File: src/rtl/raizing_vcount_irq.sv
// ---------------------------------------------------------------------------
// raizing_vcount_irq
//
// Raster-status and interrupt stage that sits behind the video timing
// generator. It samples the pixel counters and blanking flags on pixel-clock
// ticks and produces:
//   * the GCU vertical-count status word read by the 68k,
//   * a VBLANK interrupt (set on the falling edge of lvbl),
//   * a programmable raster-line interrupt (set at irq_line / hs_start),
//   * a free-running frame counter that advances once per VBLANK edge.
// Each interrupt has an acknowledge input. A rising edge on the acknowledge
// clears the request. Acknowledges are watched on every clk96 cycle, not just
// on ticks.
//
// Parameters
//   RASTER_EN  1 enables the raster-line interrupt. 0 ties it off.
//   FRAME_W    width of frame_cnt.
//
// Ports
//   clk96        in   system clock. All state changes on its rising edge.
//   reset96      in   asynchronous, active-low reset.
//   pxl_cen      in   pixel clock enable. A clk96 edge with pxl_cen=1 is a tick.
//   hpos, vpos   in   9-bit horizontal / vertical pixel counters.
//   lhbl, lvbl   in   active-low horizontal / vertical blank.
//   hs_start/end in   hsync window bounds. The window is [start, end).
//   vs_start/end in   vsync window bounds. The window is [start, end).
//   irq_line     in   line number for the raster interrupt.
//   rd_stb       in   CPU status-read strobe. status is frozen while it is high.
//   ack_vbl      in   VBLANK acknowledge. The rising edge is the active event.
//   ack_raster   in   raster acknowledge. The rising edge is the active event.
//   status       out  {hwin, vwin, vblk, 4'b0, vline}, registered.
//   irq_vbl      out  VBLANK interrupt request.
//   irq_raster   out  raster-line interrupt request.
//   frame_cnt    out  count of VBLANK edges, modulo 2**FRAME_W.
//
// Every output comes straight from a flip-flop. There is no combinational
// path from any input to any output.
// ---------------------------------------------------------------------------
module raizing_vcount_irq #(
    parameter int RASTER_EN = 1,
    parameter int FRAME_W   = 8
) (
    input  logic               clk96,
    input  logic               reset96,
    input  logic               pxl_cen,
    input  logic [8:0]         hpos,
    input  logic [8:0]         vpos,
    input  logic               lhbl,
    input  logic               lvbl,
    input  logic [8:0]         hs_start,
    input  logic [8:0]         hs_end,
    input  logic [8:0]         vs_start,
    input  logic [8:0]         vs_end,
    input  logic [8:0]         irq_line,
    input  logic               rd_stb,
    input  logic               ack_vbl,
    input  logic               ack_raster,
    output logic [15:0]        status,
    output logic               irq_vbl,
    output logic               irq_raster,
    output logic [FRAME_W-1:0] frame_cnt
);

    // The last line the timing generator ever produces. Raster lines beyond it
    // are rejected explicitly. This keeps the interrupt quiet even if vpos is
    // ever driven past the end of the frame.
    localparam logic [8:0]         LAST_LINE  = 9'd262;
    localparam int                 IRQ_VBL    = 0;
    localparam int                 IRQ_RASTER = 1;
    localparam int                 N_IRQ      = 2;
    localparam logic [FRAME_W-1:0] FRAME_ONE  = FRAME_W'(1);

    // -----------------------------------------------------------------------
    // Raster sampling (tick domain)
    // -----------------------------------------------------------------------
    logic       tick;
    logic       hs_hit;
    logic       hwin_next;
    logic       vwin_next;
    logic       vblk_next;
    logic [8:0] vline_next;
    logic       hwin_reg;
    logic       vwin_reg;
    logic       vblk_reg;
    logic [8:0] vline_reg;

    assign tick = pxl_cen;

    // The windows are half-open, [start, end). If start >= end, no hpos/vpos
    // value can satisfy both compares, so the window never opens. No separate
    // check is needed for that case.
    always_comb begin
        hs_hit     = (hpos == hs_start);
        hwin_next  = (hpos >= hs_start) && (hpos < hs_end);
        vwin_next  = (vpos >= vs_start) && (vpos < vs_end);
        vblk_next  = ~lvbl;
        // The line number is taken at the hsync boundary rather than at
        // hpos 0. This matches the line the GCU considers current.
        vline_next = hs_hit ? vpos : vline_reg;
    end

    always_ff @(posedge clk96 or negedge reset96) begin
        if (!reset96) begin
            hwin_reg  <= 1'b0;
            vwin_reg  <= 1'b0;
            vblk_reg  <= 1'b0;
            vline_reg <= 9'd0;
        end else if (tick) begin
            hwin_reg  <= hwin_next;
            vwin_reg  <= vwin_next;
            vblk_reg  <= vblk_next;
            vline_reg <= vline_next;
        end
    end

    // -----------------------------------------------------------------------
    // Status word with read freeze
    // -----------------------------------------------------------------------
    // status loads the live word only on ticks where no read is in progress.
    // Holding it for the whole rd_stb bus cycle means the 68k never sees a
    // word whose fields come from two different samples.
    logic [15:0] live_word;
    logic [15:0] status_reg;

    assign live_word = {hwin_reg, vwin_reg, vblk_reg, 4'b0000, vline_reg};

    always_ff @(posedge clk96 or negedge reset96) begin
        if (!reset96) begin
            status_reg <= 16'd0;
        end else if (tick && !rd_stb) begin
            status_reg <= live_word;
        end
    end

    // -----------------------------------------------------------------------
    // Interrupt sources
    // -----------------------------------------------------------------------
    // lvbl_d resets to 1, the "not blanking" level. So the first tick after
    // reset only reports an edge if lvbl is really low at that tick.
    logic lvbl_d_reg;
    logic vbl_edge;
    logic line_ok;
    logic raster_hit;

    assign vbl_edge   = tick && lvbl_d_reg && !lvbl;
    assign line_ok    = (irq_line <= LAST_LINE);
    assign raster_hit = tick && hs_hit && (vpos == irq_line) && line_ok;

    always_ff @(posedge clk96 or negedge reset96) begin
        if (!reset96) begin
            lvbl_d_reg <= 1'b1;
        end else if (tick) begin
            lvbl_d_reg <= lvbl;
        end
    end

    // -----------------------------------------------------------------------
    // Pending/acknowledge channels, one per source
    // -----------------------------------------------------------------------
    logic [N_IRQ-1:0] irq_set;
    logic [N_IRQ-1:0] irq_ack;
    logic [N_IRQ-1:0] irq_pend;

    always_comb begin
        irq_set             = '0;
        irq_ack             = '0;
        irq_set[IRQ_VBL]    = vbl_edge;
        irq_set[IRQ_RASTER] = raster_hit;
        irq_ack[IRQ_VBL]    = ack_vbl;
        irq_ack[IRQ_RASTER] = ack_raster;
    end

    genvar gi;
    generate
        for (gi = 0; gi < N_IRQ; gi = gi + 1) begin : g_irq
            if (gi == IRQ_RASTER && RASTER_EN == 0) begin : g_off
                // The raster source is compiled out. Its request stays low
                // and its set/ack inputs are deliberately ignored.
                logic unused_src;
                assign unused_src   = irq_set[gi] ^ irq_ack[gi];
                assign irq_pend[gi] = 1'b0;
            end else begin : g_on
                logic ack_d_reg;
                logic pend_reg;
                logic ack_rise;
                logic pend_next;

                // Only the rising edge of the acknowledge clears the request.
                // An ack that is held high therefore cannot mask a later set.
                // A set in the same cycle as a clear wins, so an event that
                // arrives while the CPU is acknowledging is not lost. Setting
                // while already pending changes nothing; only one request per
                // source is outstanding.
                always_comb begin
                    ack_rise  = irq_ack[gi] && !ack_d_reg;
                    pend_next = pend_reg;
                    if (irq_set[gi]) begin
                        pend_next = 1'b1;
                    end else if (ack_rise) begin
                        pend_next = 1'b0;
                    end
                end

                // The acknowledge edge detector runs on every clk96 cycle, not
                // only on ticks. The CPU side is not tied to the pixel clock.
                always_ff @(posedge clk96 or negedge reset96) begin
                    if (!reset96) begin
                        ack_d_reg <= 1'b0;
                        pend_reg  <= 1'b0;
                    end else begin
                        ack_d_reg <= irq_ack[gi];
                        pend_reg  <= pend_next;
                    end
                end

                assign irq_pend[gi] = pend_reg;
            end
        end
    endgenerate

    // -----------------------------------------------------------------------
    // Frame counter
    // -----------------------------------------------------------------------
    // The counter advances on every VBLANK edge, whether or not the previous
    // VBLANK request has been acknowledged. It wraps naturally from all-ones
    // to 0.
    logic [FRAME_W-1:0] frame_reg;

    always_ff @(posedge clk96 or negedge reset96) begin
        if (!reset96) begin
            frame_reg <= '0;
        end else if (vbl_edge) begin
            frame_reg <= frame_reg + FRAME_ONE;
        end
    end

    // lhbl is part of the timing bundle but carries no information this stage
    // needs.
    logic unused_inputs;
    assign unused_inputs = lhbl;

    assign status     = status_reg;
    assign irq_vbl    = irq_pend[IRQ_VBL];
    assign irq_raster = irq_pend[IRQ_RASTER];
    assign frame_cnt  = frame_reg;

endmodule

File: config.mk
export PLATFORM = sky130hd
export DESIGN_NAME = raizing_vcount_irq
export DESIGN_NICKNAME = d
export VERILOG_FILES = /design/src/rtl/raizing_vcount_irq.sv
export SDC_FILE = /design/constraint.sdc
export NUM_CORES = 1
export LEC_CHECK = 0
export CAP_MARGIN = 20
export CORE_MARGIN = 3
export CORE_UTILIZATION = 35
export CTS_CLUSTER_DIAMETER = 80
export DETAILED_ROUTE_END_ITERATION = 10
export MAX_ROUTING_LAYER = met4
export PLACE_DENSITY = 0.66
export SLEW_MARGIN = 15
export SYNTH_ARGS = -nofsm -noshare
export SYNTH_HDL_FRONTEND = slang
export SYNTH_SLANG_ARGS = --single-unit
File: constraint.sdc
create_clock -name clk96 -period 2.75 [get_ports clk96]
set_clock_uncertainty 0.05 [all_clocks]
set_input_delay 0.825 -clock clk96 [delete_from_list [all_inputs] [get_ports clk96]]
set_output_delay 0.825 -clock clk96 [all_outputs]
set_load 0.02 [all_outputs]
==> results of run 1 <==
[synthesized netlist by cell type]
cell type,n
sky130_fd_sc_hd__o21ai_2,1
sky130_fd_sc_hd__nor4_1,1
sky130_fd_sc_hd__a211oi_1,3
sky130_fd_sc_hd__nand4_1,5
sky130_fd_sc_hd__nor2b_1,5
sky130_fd_sc_hd__nand2_1,41
sky130_fd_sc_hd__a221o_1,1
sky130_fd_sc_hd__o21ai_0,9
sky130_fd_sc_hd__xnor2_1,7
sky130_fd_sc_hd__a21oi_1,6
sky130_fd_sc_hd__buf_2,2
sky130_fd_sc_hd__clkbuf_1,2
sky130_fd_sc_hd__a221oi_1,1
sky130_fd_sc_hd__ha_1,35
sky130_fd_sc_hd__nand4b_1,1
sky130_fd_sc_hd__nor2_1,5
sky130_fd_sc_hd__buf_4,4
sky130_fd_sc_hd__a21o_1,3
sky130_fd_sc_hd__a2111oi_0,1
sky130_fd_sc_hd__and4_1,1
sky130_fd_sc_hd__mux2_2,10
sky130_fd_sc_hd__or4_1,1
sky130_fd_sc_hd__conb_1,1
sky130_fd_sc_hd__nand3_1,8
sky130_fd_sc_hd__a211o_1,1
sky130_fd_sc_hd__nor3_1,3
sky130_fd_sc_hd__nand3b_1,1
sky130_fd_sc_hd__xor2_1,9
sky130_fd_sc_hd__dfstp_2,1
sky130_fd_sc_hd__a311o_1,1
sky130_fd_sc_hd__dfrtp_1,36
sky130_fd_sc_hd__o211ai_1,3
sky130_fd_sc_hd__a41oi_1,1
sky130_fd_sc_hd__inv_1,39
sky130_fd_sc_hd__nand2b_1,5
sky130_fd_sc_hd__mux2i_1,1
sky130_fd_sc_hd__and3_1,4
[path summary, 6_finish.rpt]
path,slack (ns),endpoint,cells after the start
setup / recovery,0.38,vline_reg[7],8
hold / removal,0.42,status[15],2
setup reg to reg,1.36,frame_cnt[7],4
hold reg to reg,0.42,status[15],2
max in group asynchronous,1.58,status[14],1
min in group asynchronous,0.57,g_irq[0].g_on.ack_d_reg,1
[through the flow]
step | util, % | cell area (um^2) | total power [W]
floorplan | - | 2429 | 0.0008981
global placement | 52.61 | 3436 | 0.001152
detailed placement | 52.61 | 3436 | 0.001164
CTS | 54.16 | 3537 | 0.001581
global route | 54.16 | 3537 | 0.001667
finish | 54.16 | 3537 | 0.001554
[power breakdown]
| group | switching [W] | internal (W) | total, W |
|---|---|---|---|
| sequential | 0.0000530 | 0.000607 | 0.000660 |
| clock | 0.000181 | 0.000226 | 0.000407 |
| combinational | 0.000217 | 0.000270 | 0.000487 |
| total | 0.000451 | 0.00110 | 0.00155 |
[routing by layer]
layer	routed length, um	track usage (%)	vias up	share of wire, %
li1	-	-	1070	-
met1	2371	18.07	926	44
met3	343	3.687	10	6.3
met5	0	-	-	0
met2	2617	25.25	62	48
met4	91	4.601	0	1.7
[cell families after synthesis]
family / share of synthesized area (%)
AO/OA/AOI/OAI: 8.540
flip-flops: 38.35
XOR/XNOR: 5.797
buffers and inverters: 8.023
AND/OR/NAND/NOR: 15.94
adder cells (fa/ha/maj): 18.12
multiplexers: 5.073
other: 0.1551
[worst register-to-register path, delay by kind of cell, from the launching register on]
kind	cells	cell delay [ns]
xor+xnor	1	0.14
flops	1	0.54
simple gates	3	0.55
[layout make-up]
| type | count | area, um^2 | share of cell area [%] |
|---|---|---|---|
| Inverter | 39 | 146.4 | 4.139 |
| Clock inverter | 1 | 5.005 | 0.1415 |
| Clock buffer | 7 | 96.34 | 2.724 |
| Sequential cell | 37 | 927.1 | 26.21 |
| Multi-Input combinational cell | 178 | 1308 | 36.96 |
| Timing Repair Buffer | 98 | 958.4 | 27.10 |
| Tap cell | 77 | 96.34 | 2.724 |
==> results.txt, run 1 <==
- Nets: 465
* Diodes inserted: 0
- Syn avg cell area: 9.333 um^2
- Post-CTS repair timing setup buffer count: 0
- Across the VDD grid, the largest voltage drop is 0.0001761 V.
- Leakage power: 1.781 nW
* Non-filler instance count after layout: 437
- Post-layout min period: 2.372 ns
- Final HPWL from detailed placement: 4656 um
* Initial core utilization: 37.01%
- Fraction of final layout cells with drive strength greater than 1: 7.778%
- Maximum fanout encountered on the critical timing path: 11
- Floorplan die area: 0.007940 mm^2
- Pre-Repair DR Iteration Count: 4
- TritonCTS Sinks: 37
- Filler Cell Count: 616
- Worst-Skew Late Latency: 0.29 ns
- Summing the sequential cell areas from Yosys gives 38.35% of the chip area.
- The initial antenna violation count was 0.
- First-pass GRT wire length: 9128 um
* Most frequent cells in the layout: sky130_fd_sc_hd__clkdlybuf4s50_1 (90), sky130_fd_sc_hd__nand2_1 (41), sky130_fd_sc_hd__inv_1 (39)
- Classification of the worst setup path: in -> reg
* Die Width: 89.11 um
- Via density per instance: 4.732
- Total detailed-routing wirelength: 5424 um
- CP Data Arrival Time: 2.49 ns
- The tool flagged a number of max-cap violations equal to 0.
- Broken down by cell family, the worst path's largest delay share belongs to buffers and inverters.
* Max FFs per register: 12
* Post-route DRC violation count: 0
* Normalized max-slew margin: 47.27%
- By area the synthesized netlist is led by sky130_fd_sc_hd__dfrtp_1 (37%), sky130_fd_sc_hd__ha_1 (18%), sky130_fd_sc_hd__nand2_1 (6.4%), sky130_fd_sc_hd__inv_1 (6.1%), sky130_fd_sc_hd__mux2_2 (4.7%).
- In this run the power density over the cells is 439.4 mW/mm^2.
- Critical path buffers and inverters: 3
* CP cell instances: clkdlybuf4s50_1 -> inv_1 -> ha_1 -> nand4_1 -> nor2_1 -> nand3_1 -> buf_4 -> mux2_2
- Count of pins over their slew limit: 0
- Final hold analysis gives a worst-case slack of 0.4180 ns.
- Pin placement for this block handled 97 I/O pins.
- Pin count of the biggest net entering global routing: 38
* RePlAce Congestion: 0.7814
- Across all layers, the routed design uses 2068 vias.
* Outcome: completed
- The worst hold path belongs to the class reg -> reg.
* Count of yosys warnings during synthesis: 0
- Setup-failing EPs final: 0
- The final critical path takes up 86.25% of the cycle.
- CP max stage cell: sky130_fd_sc_hd__clkdlybuf4s50_1
* Number of global-route vias before repair: 2106
* Quantity of hold-fixing buffers added after cts: 0
- Startpoint types: primary input
* Worst Tran Pin Value: 0.7910 ns
- Setup TNS after final layout: 0 ns
* Post-CTS Resized: 0
- Mapped cell area: 0.002417 mm^2
- In the post-route analysis, the smallest setup slack over all paths is 0.3782 ns.
- The library cell used most frequently in the layout, excluding fill and tap cells, is sky130_fd_sc_hd__clkdlybuf4s50_1.
- Clock edge transition at the registers on the reported setup and hold paths: 0.06 ns
- Global routing used 15.14% of the available tracks across all layers.
* Area inside the core boundary: 0.006531 mm^2
* Slowest stage delay, CP: 0.46 ns
* Highest clock frequency the design can meet: 421.6 MHz
- The H-tree was split into 2 levels.
- The startpoint identified for the worst register-to-register timing path is lvbl_d_reg.
* Required time at the worst-slack endpoint: 2.87 ns
- Worst-case setup slack after placement: 0.07673 ns
- Maximum count of clock buffers along a single path: 2
* Setup repair after global routing missed its margin: no
- CTS tree: built
- Post-synthesis cell type with the largest combined area: sky130_fd_sc_hd__dfrtp_1
* Fraction of post-synthesis cell area in the top cell type by area: 37.27%
* Worst hold start: hwin_reg
- Number of flip-flops and latches in the synthesized netlist: 37
- Layout overhead on the synthesized area: 46.32%
- Standard-cell rows: 29
- Residual overflow from global routing: 0
- During placement, the flow inserted port buffers numbering 91.
- After detailed routing, the average wire length per cell comes to 12.41 um.
- Initial DRC count: 85
- The floorplan step set the die height to 89.11 um.
- Synthesis produced 259 cells.
- The number of hold violations in the final report was 0.
- CTS root buffer: sky130_fd_sc_hd__clkbuf_8
- The most critical setup path has its startpoint at hs_start[7].
- The worst setup path is captured at a register.
- After synthesis, the netlist uses 37 different library cells.
- Clock buffers created by TritonCTS: 5
- Dpl cells: 429
- The count of nets left with antenna violations once routing finished came out at 0.
Note: power is estimated with default switching activity, not from simulation.
==> run 2, diff against run 1 <==
--- a/config.mk
+++ b/config.mk
@@ -8,7 +8,9 @@
 export CAP_MARGIN = 20
 export CORE_MARGIN = 3
 export CORE_UTILIZATION = 35
+export CTS_BUF_LIST = sky130_fd_sc_hd__clkbuf_8
 export CTS_CLUSTER_DIAMETER = 80
+export CTS_CLUSTER_SIZE = 40
 export DETAILED_ROUTE_END_ITERATION = 10
 export MAX_ROUTING_LAYER = met4
 export PLACE_DENSITY = 0.66
==> results of run 2 <==
The final DEF is identical to that of run 1; final timing and power are the same.
==> run 3, diff against run 2 <==
--- a/config.mk
+++ b/config.mk
@@ -14,6 +14,7 @@
 export DETAILED_ROUTE_END_ITERATION = 10
 export MAX_ROUTING_LAYER = met4
 export PLACE_DENSITY = 0.66
+export RECOVER_POWER = 100
 export SLEW_MARGIN = 15
 export SYNTH_ARGS = -nofsm -noshare
 export SYNTH_HDL_FRONTEND = slang
==> run 3 against run 2 <==
- register-to-register slack hardly changed
- clock-buffer cell count stayed put
- via count hardly changed
- cell area is 0.28% lower
- non-clock buffer count stayed put
- total power is 1.4% lower
- largest power group unchanged
- highest routed layer unchanged
==> results.txt, run 3 (synthesis results as in run 1) <==
- Outcome: completed
- Wire segments on met3 add up to 324 um in the final route.
- Area inside the core boundary: 0.006531 mm^2
* Post-Route Utilization: 54.00%
- The signal on the critical path passes through clkdlybuf4s50_1 -> inv_1 -> ha_1 -> nand4_1 -> nor2_1 -> nand3_1 -> clkbuf_2 -> mux2_2.
- For this block, wires on met1 add up to 2389 um.
* Startpoint types: primary input
* Leakage power: 1.837 nW
- In this run the horizontal extent of the chip is 89.11 um.
* Layout overhead on the synthesized area: 45.91%
* Highest clock frequency the design can meet: 408.8 MHz
* Diodes inserted: 0
- Clock tree synthesis found a total of 37 sinks.
- In the layout the commonest cells are sky130_fd_sc_hd__clkdlybuf4s50_1 (63), sky130_fd_sc_hd__nand2_1 (41), sky130_fd_sc_hd__inv_1 (39).
* # IOs: 97
- For this configuration, the core starts out at a cell density of 37.01%.
- Entering global routing, the biggest net connects 38 pins.
* Initial DRC count: 79
* Logic depth of the worst register-to-register path: 4
* Count of pins over their slew limit: 0
- For the worst setup path, the data required time is 2.87 ns.
- Post-CTS repair changed the size of 0 cells.
* Top routing layer in use: met4
- Maximum fanout encountered on the critical timing path: 11
* Final worst-path cycle share: 88.96%
* Maximum count of clock buffers along a single path: 2
- Port bufs: 91
* Clock edge transition at the registers on the reported setup and hold paths: 0.06 ns
- In this run the worst setup path begins at hs_start[7].
* Worst-Skew Late Latency: 0.29 ns
* Post-CTS repair timing setup buffer count: 0
* Filler Cell Count: 620
* Residual overflow from global routing: 0
* Die Span Y: 89.11 um
- The most critical setup path has its endpoint at vline_reg[7].
* Average routed wire per standard cell: 12.40 um
* Cell depth of the worst hold path: 2
- Via total after detailed routing: 2069
* Fraction of final layout cells with drive strength greater than 1: 7.222%
- FF-to-FF setup slack: 1.36 ns
- Maximum ir drop on the vdd rail: 0.0001748 V
- Buffers inserted to repair hold after CTS numbered 0.
* Worst reg2reg startpoint: lvbl_d_reg
- The slowest stage of the critical path is the sky130_fd_sc_hd__clkdlybuf4s50_1 cell.
- STA classifies the critical path endpoint as a register.
- The first global-routing pass estimated 9128 um of wire.
- CTS tree: built
* CP Data Arrival Time: 2.56 ns
- At the end of the flow, the number of nets in the layout was 465.
* Overall track demand over capacity in global routing: 15.14%
- The largest single stage delay on the critical path is 0.46 ns.
* Max FFs per register: 12
- Final HPWL from detailed placement: 4656 um
- The pre-antenna-repair detailed-routing pass consisted of 4 iterations.
- Normalized max-slew margin: 47.26%
* RePlAce Congestion: 0.7814
- The worst register-to-register path ends at frame_cnt[7].
- Dividing the detail-routed via count by the number of cells gives 4.735.
* Setup-failing EPs final: 0
- Clock buffers created by TritonCTS: 5
- Standard-cell rows: 29
- Final Hold Violating Endpoints: 0
- The worst hold path belongs to the class reg -> reg.
* Floorplan die area: 0.007940 mm^2
- The library cell used most frequently in the layout, excluding fill and tap cells, is sky130_fd_sc_hd__clkdlybuf4s50_1.
- For this block, the routed nets add up to 5418 um of wire.
- The worst path in the final design needs a cycle of 2.446 ns, including I/O delays and setup.
- The routed design uses 2613 um of met2 wire.
- Dividing total power by cell area gives a power density of 434.5 mW/mm^2.
- Clock tree synthesis selected as its root buffer the cell sky130_fd_sc_hd__clkbuf_8.
* Post-route DRC violation count: 0
* Classification of the worst setup path: in -> reg
* Worst Tran Pin Value: 0.7911 ns
- Initial antenna violation count: 0
* CTS H-tree depth: 2
- The detail route stage leaves a number of antenna-violating nets equal to 0.
* Setup repair after global routing missed its margin: no
- The via count of the first global-routing pass was 2106.
- In the final timing run, aggregate negative setup slack is 0 ns.
* Reported max-cap violation count: 0
## run 3: through the flow
stage / instances / total power (W) / area (um^2) / hold WS, ns / setup WS (ns)
after global routing: 437 / 0.001646 / 3527 / 0.4429 / 0.1593
after floorplan: 262 / 0.0008981 / 2429 / 0.3809 / 0.6662
final: 437 / 0.001533 / 3527 / 0.4180 / 0.3036
after CTS: 437 / 0.001581 / 3537 / 0.4196 / 0.3798
after detailed placement: 429 / 0.001164 / 3436 / 0.4022 / 0.07673
after global placement: 429 / 0.001152 / 3436 / 0.3966 / 0.1008
## run 3: layer usage
layer | vias up | track usage, %
met1 | 930 | 18.07
met3 | 10 | 3.687
li1 | 1071 | -
met5 | - | -
met4 | 0 | 4.601
met2 | 58 | 25.25
## run 3: critical path, delay by kind of cell
family,cells,cell delay [ns]
AND/OR/NAND/NOR,3,0.40
adder cells (fa/ha/maj),1,0.28
buffers and inverters,3,0.74
multiplexers,1,0.32
## run 3: final cells by class
cell class / count / area [um^2] / share of cell area [%]
multi-input cells: 178 / 1304 / 36.96
repair buffers: 98 / 952.2 / 27.00
flip-flops and latches: 37 / 927.1 / 26.29
inverters: 39 / 146.4 / 4.150
clock buffers: 7 / 96.34 / 2.731
well taps: 77 / 96.34 / 2.731
clock inverters: 1 / 5.005 / 0.1419
## run 3: report_power, final
| part | leakage, nW | switching [W] | internal (W) |
|---|---|---|---|
| logic | 1.29 | 0.000217 | 0.000251 |
| registers | 0.492 | 0.0000508 | 0.000607 |
| clock network | 0.0542 | 0.000181 | 0.000226 |
## run 3: worst min path at each step
stage	startpoint	endpoint
floorplan	hwin_reg	status[15]
detailed placement	hwin_reg	status[15]
finish	hwin_reg	status[15]
global route	frame_cnt[7]	frame_cnt[7]
global placement	vline_reg[5]	status[5]
CTS	hwin_reg	status[15]
